==> config.mk <==
export PLATFORM = sky130hd
export DESIGN_NAME = data_mem_port
export DESIGN_NICKNAME = d
export VERILOG_FILES = /design/src/rtl/data_mem_port_pkg.sv /design/src/rtl/data_mem_port_access_timer.sv /design/src/rtl/data_mem_port.sv
export SDC_FILE = /design/constraint.sdc
export NUM_CORES = 1
export LEC_CHECK = 0
export ABC_AREA = 0
export CAP_MARGIN = 20
export CORE_MARGIN = 4
export CORE_UTILIZATION = 43
export CTS_CLUSTER_SIZE = 16
export DETAILED_ROUTE_END_ITERATION = 12
export PLACE_DENSITY = 0.8
export SYNTH_ARGS = -nofsm -noshare
export SYNTH_HDL_FRONTEND = slang
export SYNTH_SLANG_ARGS = --single-unit
==> constraint.sdc <==
create_clock -name Clk -period 1.8 [get_ports Clk]
set_clock_uncertainty 0.2 [all_clocks]
set_input_delay 0.36 -clock Clk [delete_from_list [all_inputs] [get_ports Clk]]
set_output_delay 0.36 -clock Clk [all_outputs]
set_load 0.005 [all_outputs]
==> src/rtl/data_mem_port_pkg.sv <==
// Shared types and constants for the memory-stage data port.
package mem_port_pkg;

    typedef enum logic [1:0] {
        IDLE,
        REQ,
        DONE
    } state_t;

    localparam int unsigned DEF_DW = 8;
    localparam int unsigned DEF_AW = 8;

    // Load result substituted when a read is abandoned; sliced to DW by users.
    localparam logic [63:0] TIMEOUT_FILL = '1;

endpackage

==> src/rtl/data_mem_port_access_timer.sv <==
// Wait-cycle counter for an outstanding memory request; flags the last allowed cycle.
module access_timer #(
    parameter int unsigned TIMEOUT = 16
) (
    input  logic clk,
    input  logic rst,
    input  logic clear,
    input  logic enable,
    output logic expired
);

    localparam int unsigned TW = (TIMEOUT > 1) ? $clog2(TIMEOUT) : 1;

    logic [TW-1:0] count;

    always_ff @(posedge clk or posedge rst) begin
        if (rst) begin
            count <= '0;
        end else if (clear) begin
            count <= '0;
        end else if (enable && !expired) begin
            count <= count + TW'(1);
        end
    end

    assign expired = (count == TW'(TIMEOUT - 1));

endmodule

==> src/rtl/data_mem_port.sv <==
// Memory-stage load/store port: issues one handshaked access per instruction and stalls the core meanwhile.
module data_mem_port
    import mem_port_pkg::*;
#(
    parameter int unsigned DW      = DEF_DW,
    parameter int unsigned AW      = DEF_AW,
    parameter int unsigned TIMEOUT = 16
) (
    input  logic          Clk,
    input  logic          Reset,
    input  logic          MemRead,
    input  logic          MemWrite,
    input  logic [AW-1:0] Addr,
    input  logic [DW-1:0] StoreData,
    output logic          Stall,
    output logic [DW-1:0] DataMemOut,
    output logic          LoadValid,
    output logic          Err,
    output logic          mem_req,
    output logic          mem_we,
    output logic [AW-1:0] mem_addr,
    output logic [DW-1:0] mem_wdata,
    input  logic [DW-1:0] mem_rdata,
    input  logic          mem_ack
);

    state_t state;
    logic   start;
    logic   expired;

    assign start = (state == IDLE) && (MemRead || MemWrite);
    assign Stall = start || (state == REQ);

    access_timer #(
        .TIMEOUT(TIMEOUT)
    ) u_timer (
        .clk    (Clk),
        .rst    (Reset),
        .clear  (start),
        .enable (state == REQ),
        .expired(expired)
    );

    always_ff @(posedge Clk or posedge Reset) begin
        if (Reset) begin
            state      <= IDLE;
            mem_req    <= 1'b0;
            mem_we     <= 1'b0;
            mem_addr   <= '0;
            mem_wdata  <= '0;
            DataMemOut <= '0;
            LoadValid  <= 1'b0;
            Err        <= 1'b0;
        end else begin
            case (state)
                IDLE: begin
                    LoadValid <= 1'b0;
                    if (start) begin
                        mem_addr  <= Addr;
                        mem_wdata <= StoreData;
                        mem_we    <= MemWrite;
                        mem_req   <= 1'b1;
                        state     <= REQ;
                        if (MemRead && MemWrite) begin
                            Err <= 1'b1;
                        end
                    end
                end
                REQ: begin
                    // An ack in the final allowed cycle still counts as success.
                    if (mem_ack || expired) begin
                        mem_req   <= 1'b0;
                        state     <= DONE;
                        LoadValid <= !mem_we;
                        if (!mem_we) begin
                            DataMemOut <= mem_ack ? mem_rdata : TIMEOUT_FILL[DW-1:0];
                        end
                        if (!mem_ack) begin
                            Err <= 1'b1;
                        end
                    end
                end
                DONE: begin
                    LoadValid <= 1'b0;
                    state     <= IDLE;
                end
                default: begin
                    state <= IDLE;
                end
            endcase
        end
    end

endmodule

==> impl_metrics.yaml, run 1 <==
floorplan:
  die_area_mm2: 0.00441
  start_util: 0.466
  die_w_um: 66.4
  core_area_mm2: 0.00315
  rows: 20
  io_pins: 58
  die_height_um: 66.4
cts:
  htreeDepth: 2
  cts_buffers: 5
  clkLatencyLatePin_ps: 340
  ctsHoldBuffers: 0
  cts_tree: "built"
  clk_path_buf_depth: 2
  clockRootBuffer: "clkbuf_4"
  cts.clk_slew.worst_paths_ps: 120
  clock-sinks: 34
detailed_routing:
  wl_um: 4570
  post-route-drc-count: 0
  route.vias.total: 1199
  viasPerCell: 5.26
  dr.pass1.iters: 5
  ant_nets: 0
  wl_per_cell_um: 20.1
  drtIter0Drc: 61
critical_path:
  path_depth: 1
  r2r_start: "state[0]"
  required_ps: 1240
  path_max_fanout: 2
  worstSetupStartpoint: "mem_wdata[5]"
  slowest_stage: "clkdlybuf4s50_1"
  cp_num_buf_inv: 1
  critical_path_class: "reg -> out"
  cp.arrival_ps: 1240
  reg2regPathDepth: 5
  max_stage_delay_ps: 510
  cp_cell_sequence: "clkdlybuf4s50_1"
  regToRegSetupSlack_ps: 30
  crit_path_end: "mem_wdata[5]"
  cp-end-kind: "output port"
  reg2reg_to: "mem_wdata[5]"
  path_delay_family: "buffers and inverters"
  cp-start-kind: "flip-flop"
sta:
  final_max_slew_viol_count: 0
  setup-violations-final: 0
  slew-limit-headroom: 0.724
  tightest_slew_ps: 414
  post-route-min-period_ps: 1800
  fmax_mhz: 556
  hold_viol_final: 0
  post-route-period-util: 0.999
synth:
  netlist.area_leader.share: 0.579
  yosys_warnings: 0
  synthArstFlopShare: 1.00
  ys_seq_area_frac: 0.579
  ys_ff_latch: 34
  yosysMostFrequentCell: "dfrtp_1"
  synth_area_leaders: "dfrtp_1, mux2_4, o22a_1"
  synth_top_area_cell: "dfrtp_1"
  yosys-top-cells-count: "dfrtp_1, mux2_4, o22a_1"
  synth_cell_types: 33
  ys.flop_type: "dfrtp_1"
  synthesis.nets: 128
  synth_edf_count: 0
  synth.cell_area_mm2: 0.00147
  synth.avg_cell_area_um2: 15.0
  synthCells: 98
power:
  leakage_uw: 0.00119
  ir_drop_uv: 1050
  p_per_area_mw_per_mm2: 1640
job:
  cap_violations: 0
min_path:
  worstHoldPathType: "in -> async"
finish:
  finalInstanceArea_mm2: 0.00241
  nets: 213
  fillCellCount: 194
  layout-drive-gt1-share: 0.315
  final_util: 0.763
  multi_input_area_um2: 579
  diodes: 0
  area_delta_synth_final_pct: 63.9
  seq_area_um2: 851
placed_design:
  dp_hpwl_um: 2690
  place_congestion: 0.740
  place_area_mm2: 0.00212
  place.port_buffers: 57
grt:
  track_usage: 0.178
  use_met3: 0.0544
  grt_busiest_layer: "met2"
  use_met1: 0.207
  grt_overflow: 0
  grt_max_degree: 35
  grt_pass1_vias: 1241
  grt_pass1_wl_um: 5870
  use_met2: 0.304
  antenna_found_initial: 0
status:
  status: "finished, final reports clean"
-- placed cells by master, fill, tap and decap left out, drive strengths merged, types with 2 or more instances in the layout --
cell type / netlist / routed
mux2: 16 / 16
clkbuf: 0 / 6
nor2: 6 / 6
o22a: 9 / 9
nand3: 3 / 3
dlymetal6s2s: 0 / 20
nand2b: 2 / 2
nor3: 3 / 3
o21ai: 2 / 2
a21oi: 3 / 3
buf: 3 / 23
dlygate4sd2: 0 / 2
dfrtp: 34 / 34
clkdlybuf4s50: 0 / 34
clkinv: 0 / 2
a31oi: 2 / 2
-- worst min path at each step --
stage	slack (ps)	to
after floorplan	260	Err
after global placement	270	DataMemOut[5]
after detailed placement	270	Err
after CTS	160	mem_addr[2]
after global routing	230	mem_addr[4]
final	230	mem_addr[4]
-- state kept, by name, summed over array words and instances (netlist names) --
| name | flops |
|---|---|
| DataMemOut | 8 |
| Err | 1 |
| LoadValid | 1 |
| mem_addr | 8 |
| mem_req | 1 |
| mem_wdata | 8 |
| mem_we | 1 |
| state | 2 |
| u_timer.count | 4 |
-- power by group --
part | leakage, µW | internal [µW] | switching [µW]
Clock | 0.0000450 | 288 | 267
Combinational | 0.000749 | 1320 | 738
Sequential | 0.000398 | 1100 | 229
Total | 0.00119 | 2710 | 1230
-- per-stage QoR --
stage	cells	worst slack, ps	total power, µW	hold slack (ps)	setup TNS [ps]
floorplan	98	217	2200	257	0
global placement	202	-236	2960	272	-3790
detailed placement	202	-313	3050	266	-5320
CTS	214	-40.3	3670	165	-40.3
global route	228	-40.8	4150	228	-261
finish	228	1.74	3940	227	0
-- per-layer routing --
| metal | vias to the layer above | wire length [µm] |
|---|---|---|
| met5 | - | 0 |
| li1 | 533 | - |
| met2 | 56 | 2380 |
| met4 | 0 | 34 |
| met3 | 6 | 345 |
| met1 | 604 | 1810 |
-- kinds of logic (layout without fill, tap and decap cells) --
group / Yosys count / count (layout) / share of synthesized area
multiplexers: 16 / 16 / 0.161
AO/OA/AOI/OAI: 22 / 22 / 0.118
adder cells (fa/ha/maj): 1 / 1 / 0.00852
AND/OR/NAND/NOR: 21 / 21 / 0.101
flip-flops: 34 / 34 / 0.579
buffers and inverters: 4 / 90 / 0.0315
-- what timing repair did --
action                                  4_1_cts  5_1_grt
buffers inserted                              4       13
cloned                                        0        1
endpoints found under the hold margin         0        0
gates resized for setup                       4       22
endpoints found under the setup margin        5       29
pin swaps                                     0        1
-- layout make-up --
cell class,instances,share of cell area
tap,44,0.0229
timing repair buffer,81,0.349
sequential,34,0.353
clock buffer,5,0.0156
multi-input combinational,60,0.241
inverter,1,0.00156
clock inverter,3,0.0166
No activity file was read; power rests on OpenSTA's default activity.
==> run 2: changes to the inputs <==
--- a/config.mk
+++ b/config.mk
@@ -6,6 +6,7 @@
 export NUM_CORES = 1
 export LEC_CHECK = 0
 export ABC_AREA = 0
+export ABC_CLOCK_PERIOD_IN_PS = 1800
 export CAP_MARGIN = 20
 export CORE_MARGIN = 4
 export CORE_UTILIZATION = 43
==> results of run 2 <==
Final layout, timing and power as in run 1 (identical DEF).
